==> config.mk <==
export PLATFORM = sky130hd
export DESIGN_NAME = l1d_mshr_file
export DESIGN_NICKNAME = d
export VERILOG_FILES = /design/src/rtl/l1d_pkg.sv /design/src/rtl/mshr_target_fifo.sv /design/src/rtl/l1d_mshr_file.sv
export SDC_FILE = /design/constraint.sdc
export NUM_CORES = 1
export LEC_CHECK = 0
export BUFFER_PORTS_ARGS = -buffer_cell sky130_fd_sc_hd__buf_2
export CORE_MARGIN = 1.5
export CORE_UTILIZATION = 64
export CTS_CLUSTER_DIAMETER = 60
export DETAILED_ROUTE_END_ITERATION = 16
export GPL_TIMING_DRIVEN = 0
export PLACE_DENSITY_LB_ADDON = 0.08
export SLEW_MARGIN = 20
export SYNTH_ARGS = -nofsm -noshare
export SYNTH_HDL_FRONTEND = slang
export SYNTH_SLANG_ARGS = --single-unit
==> constraint.sdc <==
create_clock -name clk_in -period 8.4 [get_ports clk_in]
set_clock_uncertainty 0.15 [all_clocks]
set_input_delay 2.52 -clock clk_in [delete_from_list [all_inputs] [get_ports clk_in]]
set_output_delay 2.52 -clock clk_in [all_outputs]
set_load 0.01 [all_outputs]
==> src/rtl/l1d_pkg.sv <==
// l1d_pkg: shared types and helpers for the L1 data cache miss path
package l1d_pkg;
    localparam int L1D_PADDR_BITS  = 22;
    localparam int L1D_LINE_BYTES  = 64;
    localparam int L1D_OFFSET_BITS = $clog2(L1D_LINE_BYTES);
    localparam int L1D_TAG_BITS    = 10;

    typedef struct packed {
        logic [L1D_PADDR_BITS-1:0] paddr;
        logic                      we;
        logic [63:0]               data;
        logic [L1D_TAG_BITS-1:0]   tag;
    } mshr_target_t;

    typedef enum logic [1:0] {FREE, WAIT_ISSUE, WAIT_FILL, REPLAY} mshr_state_e;

    function automatic logic [L1D_PADDR_BITS-L1D_OFFSET_BITS-1:0] line_addr(input logic [L1D_PADDR_BITS-1:0] paddr);
        return paddr[L1D_PADDR_BITS-1:L1D_OFFSET_BITS];
    endfunction
endpackage

==> src/rtl/mshr_target_fifo.sv <==
// mshr_target_fifo: in-order queue of targets waiting on one MSHR entry
module mshr_target_fifo
    import l1d_pkg::*;
#(
    parameter int DEPTH = 4
) (
    input  logic                         clk_in,
    input  logic                         rst_N_in,
    input  logic                         push,
    input  mshr_target_t                 push_data,
    input  logic                         pop,
    output mshr_target_t                 head,
    output logic                         full,
    output logic                         empty,
    output logic [$clog2(DEPTH+1)-1:0]   count
);
    localparam int PW = DEPTH > 1 ? $clog2(DEPTH) : 1;
    localparam int CW = $clog2(DEPTH + 1);

    mshr_target_t mem [DEPTH];
    logic [PW-1:0] wr_ptr, rd_ptr;
    logic do_push, do_pop;

    assign full    = count == CW'(DEPTH);
    assign empty   = count == '0;
    assign do_push = push && !full;
    assign do_pop  = pop && !empty;
    assign head    = mem[rd_ptr];

    always_ff @(posedge clk_in)
        if (do_push) mem[wr_ptr] <= push_data;

    always_ff @(posedge clk_in or negedge rst_N_in) begin
        if (!rst_N_in) begin
            wr_ptr <= '0;
            rd_ptr <= '0;
            count  <= '0;
        end else begin
            if (do_push) wr_ptr <= wr_ptr == PW'(DEPTH - 1) ? '0 : wr_ptr + 1'b1;
            if (do_pop) rd_ptr <= rd_ptr == PW'(DEPTH - 1) ? '0 : rd_ptr + 1'b1;
            count <= count + CW'(do_push) - CW'(do_pop);
        end
    end
endmodule

==> src/rtl/l1d_mshr_file.sv <==
// l1d_mshr_file: miss-status holding registers for the non-blocking L1 data cache;
// merges misses per line, issues one lower-cache request per line and replays targets in order.
module l1d_mshr_file
    import l1d_pkg::*;
#(
    parameter int PADDR_BITS       = L1D_PADDR_BITS,
    parameter int B                = L1D_LINE_BYTES,
    parameter int MSHR_COUNT       = 4,
    parameter int TARGETS_PER_MSHR = 4,
    parameter int TAG_BITS         = L1D_TAG_BITS
) (
    input  logic                              clk_in,
    input  logic                              rst_N_in,
    input  logic                              miss_valid_in,
    output logic                              miss_ready_out,
    input  logic [PADDR_BITS-1:0]             miss_paddr_in,
    input  logic                              miss_we_in,
    input  logic [63:0]                       miss_data_in,
    input  logic [TAG_BITS-1:0]               miss_tag_in,
    output logic                              lc_req_valid_out,
    input  logic                              lc_req_ready_in,
    output logic [PADDR_BITS-1:0]             lc_req_addr_out,
    input  logic                              lc_fill_valid_in,
    output logic                              lc_fill_ready_out,
    input  logic [PADDR_BITS-1:0]             lc_fill_addr_in,
    output logic                              replay_valid_out,
    input  logic                              replay_ready_in,
    output logic [PADDR_BITS-1:0]             replay_paddr_out,
    output logic                              replay_we_out,
    output logic [63:0]                       replay_data_out,
    output logic [TAG_BITS-1:0]               replay_tag_out,
    output logic                              replay_last_out,
    output logic [$clog2(MSHR_COUNT+1)-1:0]   occupancy_out,
    output logic                              unexp_fill_out
);
    localparam int OFFSET_BITS = $clog2(B);
    localparam int LW = PADDR_BITS - OFFSET_BITS;
    localparam int IW = MSHR_COUNT > 1 ? $clog2(MSHR_COUNT) : 1;
    localparam int CW = $clog2(TARGETS_PER_MSHR + 1);
    localparam int OW = $clog2(MSHR_COUNT + 1);

    mshr_state_e state [MSHR_COUNT];
    logic [LW-1:0] ctag [MSHR_COUNT];
    mshr_target_t head [MSHR_COUNT];
    logic [CW-1:0] count [MSHR_COUNT];
    logic [MSHR_COUNT-1:0] full, empty, push, pop;
    logic [LW-1:0] miss_line, fill_line, iss_line;
    logic [IW-1:0] hit_idx, alloc_idx, fill_idx, rep_idx, iss_idx, req_idx;
    logic hit, rhit, any_free, fhit, rep_any, iss_any;
    logic accept, alloc, fill_hs, req_hs, rep_hs;
    mshr_target_t miss_tgt, rep_tgt;

    assign miss_line = line_addr(miss_paddr_in);
    assign fill_line = line_addr(lc_fill_addr_in);
    assign miss_tgt  = '{paddr: miss_paddr_in, we: miss_we_in, data: miss_data_in, tag: miss_tag_in};

    // Descending scan so the lowest matching index wins every encoder.
    always_comb begin
        hit = 1'b0;
        rhit = 1'b0;
        any_free = 1'b0;
        fhit = 1'b0;
        rep_any = 1'b0;
        hit_idx = '0;
        alloc_idx = '0;
        fill_idx = '0;
        rep_idx = '0;
        occupancy_out = '0;
        for (int i = MSHR_COUNT - 1; i >= 0; i--) begin
            if ((state[i] == WAIT_ISSUE || state[i] == WAIT_FILL) && ctag[i] == miss_line) begin
                hit = 1'b1;
                hit_idx = IW'(i);
            end
            if (state[i] == REPLAY) begin
                rep_any = 1'b1;
                rep_idx = IW'(i);
                rhit = rhit || ctag[i] == miss_line;
            end
            if (state[i] == FREE) begin
                any_free = 1'b1;
                alloc_idx = IW'(i);
            end
            if (state[i] == WAIT_FILL && ctag[i] == fill_line) begin
                fhit = 1'b1;
                fill_idx = IW'(i);
            end
            occupancy_out = occupancy_out + OW'(state[i] != FREE);
        end
    end

    assign miss_ready_out    = rst_N_in && !rhit && (hit ? !full[hit_idx] : any_free);
    assign lc_fill_ready_out = rst_N_in && !rep_any;
    assign accept            = miss_valid_in && miss_ready_out;
    assign alloc             = accept && !hit;
    assign fill_hs           = lc_fill_valid_in && lc_fill_ready_out;
    assign req_hs            = lc_req_valid_out && lc_req_ready_in;

    assign rep_tgt          = head[rep_idx];
    assign replay_valid_out = rep_any && !empty[rep_idx];
    assign rep_hs           = replay_valid_out && replay_ready_in;
    assign replay_paddr_out = replay_valid_out ? rep_tgt.paddr : '0;
    assign replay_we_out    = replay_valid_out && rep_tgt.we;
    assign replay_data_out  = replay_valid_out ? rep_tgt.data : '0;
    assign replay_tag_out   = replay_valid_out ? rep_tgt.tag : '0;
    assign replay_last_out  = replay_valid_out && count[rep_idx] == CW'(1);

    // An entry allocated this cycle is already a candidate, giving one-cycle request latency.
    always_comb begin
        iss_any = 1'b0;
        iss_idx = '0;
        for (int i = MSHR_COUNT - 1; i >= 0; i--)
            if ((state[i] == WAIT_ISSUE && !(req_hs && req_idx == IW'(i))) || (alloc && alloc_idx == IW'(i))) begin
                iss_any = 1'b1;
                iss_idx = IW'(i);
            end
    end

    assign iss_line = (alloc && alloc_idx == iss_idx) ? miss_line : ctag[iss_idx];

    for (genvar e = 0; e < MSHR_COUNT; e++) begin : g_ent
        assign push[e] = accept && (hit ? hit_idx == IW'(e) : alloc_idx == IW'(e));
        assign pop[e]  = rep_hs && rep_idx == IW'(e);
        mshr_target_fifo #(.DEPTH(TARGETS_PER_MSHR)) u_fifo (
            .clk_in    (clk_in),
            .rst_N_in  (rst_N_in),
            .push      (push[e]),
            .push_data (miss_tgt),
            .pop       (pop[e]),
            .head      (head[e]),
            .full      (full[e]),
            .empty     (empty[e]),
            .count     (count[e])
        );
    end

    always_ff @(posedge clk_in or negedge rst_N_in) begin
        if (!rst_N_in) begin
            for (int i = 0; i < MSHR_COUNT; i++) begin
                state[i] <= FREE;
                ctag[i]  <= '0;
            end
            lc_req_valid_out <= 1'b0;
            lc_req_addr_out  <= '0;
            req_idx          <= '0;
            unexp_fill_out   <= 1'b0;
        end else begin
            for (int i = 0; i < MSHR_COUNT; i++) begin
                case (state[i])
                    FREE:       if (alloc && alloc_idx == IW'(i)) state[i] <= WAIT_ISSUE;
                    WAIT_ISSUE: if (req_hs && req_idx == IW'(i)) state[i] <= WAIT_FILL;
                    WAIT_FILL:  if (fill_hs && fhit && fill_idx == IW'(i)) state[i] <= REPLAY;
                    REPLAY:     if (pop[i] && replay_last_out) state[i] <= FREE;
                    default:    state[i] <= FREE;
                endcase
                if (alloc && alloc_idx == IW'(i)) ctag[i] <= miss_line;
            end
            if (!lc_req_valid_out || lc_req_ready_in) begin
                lc_req_valid_out <= iss_any;
                lc_req_addr_out  <= iss_any ? {iss_line, {OFFSET_BITS{1'b0}}} : '0;
                req_idx          <= iss_idx;
            end
            unexp_fill_out <= fill_hs && !fhit;
        end
    end
endmodule
==> results by group <==
Placement
  • # port buffers: 226
  • Post-DP Area: 69900 um^2
  • RePlAce Congestion: 0.873
  • Placed Cells: 4846
  • Detailed placement HPWL: 100000 um

Setup path
  • Worst Setup Start Kind: primary input
  • R2r setup slk: 3.57 ns
  • Worst EP required: 5.73 ns
  • Biggest cell delay along the critical path: 0.69 ns
  • Reg2reg end: g_ent[1].u_fifo.mem[3][26]$_DFFE_PP_
  • RR Startpoint: ctag[12]$_DFFE_PN0P_
  • CP endpoint kind: output pin
  • R2R depth: 11
  • Crit-path max FO: 17
  • Critical path depth in cells: 10
  • Most frequent CP cell: buf_2
  • Worst path bufs/invs: 3
  • WP data arrival: 5.08 ns
  • Crit path max-delay family: simple AND/OR/NAND/NOR gates
  • CP cell instances: buf_2, buf_4, xnor2_1, nand4_1, nor4_2, and2_1, o311ai_1, a31oi_1, nor2_1, buf_2
  • Crit-path slowest cell: nor4_2
  • Setup CP Type: in2out

Floorplanning
  • IO Count: 253
  • Die height: 324 um
  • Placeable core area: 102000 um^2
  • Core Rows: 117
  • Die area: 105000 um^2
  • Die Width: 324 um
  • Starting Density: 64.7%

Clock network
  • CTS tree: yes
  • CTS H-tree lvls: 4
  • Root Driver: clkbuf_16
  • Clk sinks: 1672
  • CTS max path bufs: 3
  • # hold bufs at CTS: 0
  • Post-CTS Setup Inserts: 0
  • Clock-pin slew on the worst setup and hold paths: 0.05 ns
  • Post_cts resized: 0
  • TritonCTS Buffers: 166
  • Worst-Skew Late Latency: 0.78 ns

Worst hold path
  • HP Class: reg2reg
  • Hold Path End: lc_req_addr_out[17]$_DFFE_PN0P_
  • Min-delay src: lc_req_addr_out[17]$_DFFE_PN0P_
  • Hold Crit Depth: 2

Timing
  • Total count of hold-check failures in the final report: 0
  • Relative slew slack: 14.8%
  • Fin. max-slew vios: 0
  • Worst slew pin tran: 1.28 ns
  • Final Critical Period: 7.75 ns
  • Final setup viols: 0
  • Final period utilization: 92.3%
  • RSZ-0062 raised after global routing: false
  • Fmax: 129 MHz

Global route
  • Total gr overflow: 0
  • First-pass GRT wire length: 238000 um
  • Largest net degree at the start of global routing: 73
  • Gr usage total: 32.3%
  • Antenna violations before repair: 23
  • Vias in the first global route: 35400

Final layout
  • Area grow syn2layout: 14.0%
  • Layout Nets: 3824
  • Finished Layout Cells: 5163
  • Post-Layout Inst Area: 75300 um^2
  • Share of layout cells above drive strength 1: 28.3%
  • Most common cell after layout, fill and taps aside: edfxtp_1
  • Most frequent cells in the layout: edfxtp_1 (1552), mux4_2 (388), buf_2 (229)

Power
  • Flop pwr share: 38.8%
  • Power Density: 348 nW/um^2
  • Static leakage power: 24.6 nW
  • Clock share of power: 27.5%
  • Psw: 0.00879 W
  • Sw Ratio: 33.6%
  • Cell-internal power: 0.0174 W
  • Combinational share of power: 33.8%
  • VDD IR max: 312 uV

Yosys
  • Post-synth top area share: 70.6%
  • Synth unique cells: 62
  • Cells after Synth: 3207
  • EDFF count, synth: 1552
  • Ys async rst share: 7.18%
  • Seq/Total Area, Yosys: 75.2%
  • Synth area leader: edfxtp_1
  • FF+latch count, synth: 1672
  • Most used DFF post-synth: edfxtp_1
  • Yosys warns: 0
  • Mean Syn Cell Area: 20.6 um^2
  • Cell Area, Synth: 66000 um^2
  • Ranking of synthesized cells by area: edfxtp_1 (71%), mux4_2 (13%), dfrtp_1 (4.5%)

Route
  • DR vias: 34400
  • Vias/cell: 6.66
  • Per-cell routed wire length: 32.1 um
  • Initial DRC Count: 4523
  • Detailed Routing Iterations Pass 1: 5
  • DRC Markers: 0
  • DRT Wirelength: 166000 um
  • Final ANT Viol Nets: 0

Run
  • Max Cap Viol: 0

Status
  • Status: complete, no violations
sequential cells by signal, summed over array words and instances (netlist names):
name and flops:
lc_req_valid_out 1, ctag 64, req_idx 2, lc_req_addr_out 16, state 8, g_ent.u_fifo.wr_ptr 8, g_ent.u_fifo.mem 1552, unexp_fill_out 1
g_ent.u_fifo.rd_ptr 8, g_ent.u_fifo.count 12
cell families (layout without fill, tap and decap cells):
kind of cell / after synthesis / after routing / synth area share (%)
compound gates: 277 / 277 / 2.78
xor+xnor: 136 / 136 / 1.80
fa+ha+maj: 53 / 53 / 1.06
buf+inv: 241 / 813 / 1.56
flops: 1672 / 1672 / 75.2
mux: 500 / 500 / 15.1
other cells: 1 / 17 / 0.00568
simple gates: 327 / 327 / 2.51
synth_stat cells (14+ instances only):
cell	count
mux2_1	16
o21ai_0	14
nor2_1	49
edfxtp_1	1552
mux2_2	80
ha_1	48
inv_1	44
buf_1	30
o22ai_1	196
a21oi_1	21
dfrtp_1	120
mux2i_1	16
xnor2_1	124
nand2_1	82
nor3_1	98
nand4_1	30
and2_1	20
clkbuf_1	137
mux4_2	388
buf_4	22
worst min-delay path, stage by stage (launching register included):
cell,delay (ns)
dfrtp_1,0.34
a21oi_1,0.08
o211ai_2,0.06
metal layers:
| metal | track usage [%] | vias to the layer above | part of all wire, % |
|---|---|---|---|
| met5 | 0 | - | 0.056 |
| met2 | 52.8 | 1910 | 50 |
| li1 | - | 14100 | - |
| met1 | 42.9 | 18000 | 36 |
| met4 | 12.7 | 18 | 3.6 |
| met3 | 7.35 | 339 | 9.5 |
power by group through the flow:
stage | Clock [W] | Combinational [W] | Sequential [W]
2_1_floorplan | 0 | 0.00550 | 0.0102
3_3_place_gp | 0 | 0.00855 | 0.0103
3_5_place_dp | 0 | 0.00880 | 0.0103
4_1_cts | 0.00728 | 0.00888 | 0.0101
5_1_grt | 0.00760 | 0.00939 | 0.0102
6_report | 0.00720 | 0.00885 | 0.0102
final cells by class:
type,instances,area (um^2)
clock buffer,212,4450
sequential,1672,49600
antenna,11,27.5
timing repair buffer,266,2120
inverter,44,165
fill,5846,26800
tap,1368,1710
clock inverter,94,858
buffer,197,896
multi-input combinational,1299,15400
how the worst max path moves through the flow:
stage / startpoint / to
final: miss_paddr_in[16] / miss_ready_out
after global routing: miss_paddr_in[16] / miss_ready_out
after CTS: miss_paddr_in[20] / miss_ready_out
after global placement: rst_N_in / g_ent[0].u_fifo.mem[1][24]$_DFFE_PP_
after floorplan: miss_paddr_in[14] / g_ent[1].u_fifo.mem[0][0]$_DFFE_PP_
after detailed placement: miss_paddr_in[20] / miss_ready_out
per-stage QoR:
stage	hold slack [ns]	setup TNS (ns)	utilization (%)	power, W	setup WS, ns
3_5_place_dp	0.343	0	68.5	0.0191	0.627
4_1_cts	0.357	0	73.7	0.0263	0.625
5_1_grt	0.379	0	73.8	0.0272	0.454
6_report	0.359	0	73.8	0.0262	0.645
3_3_place_gp	0.335	-5421.79	67.5	0.0189	-3.88
2_1_floorplan	0.337	0	-	0.0157	1.18
Power figures use the tool's default switching activity.
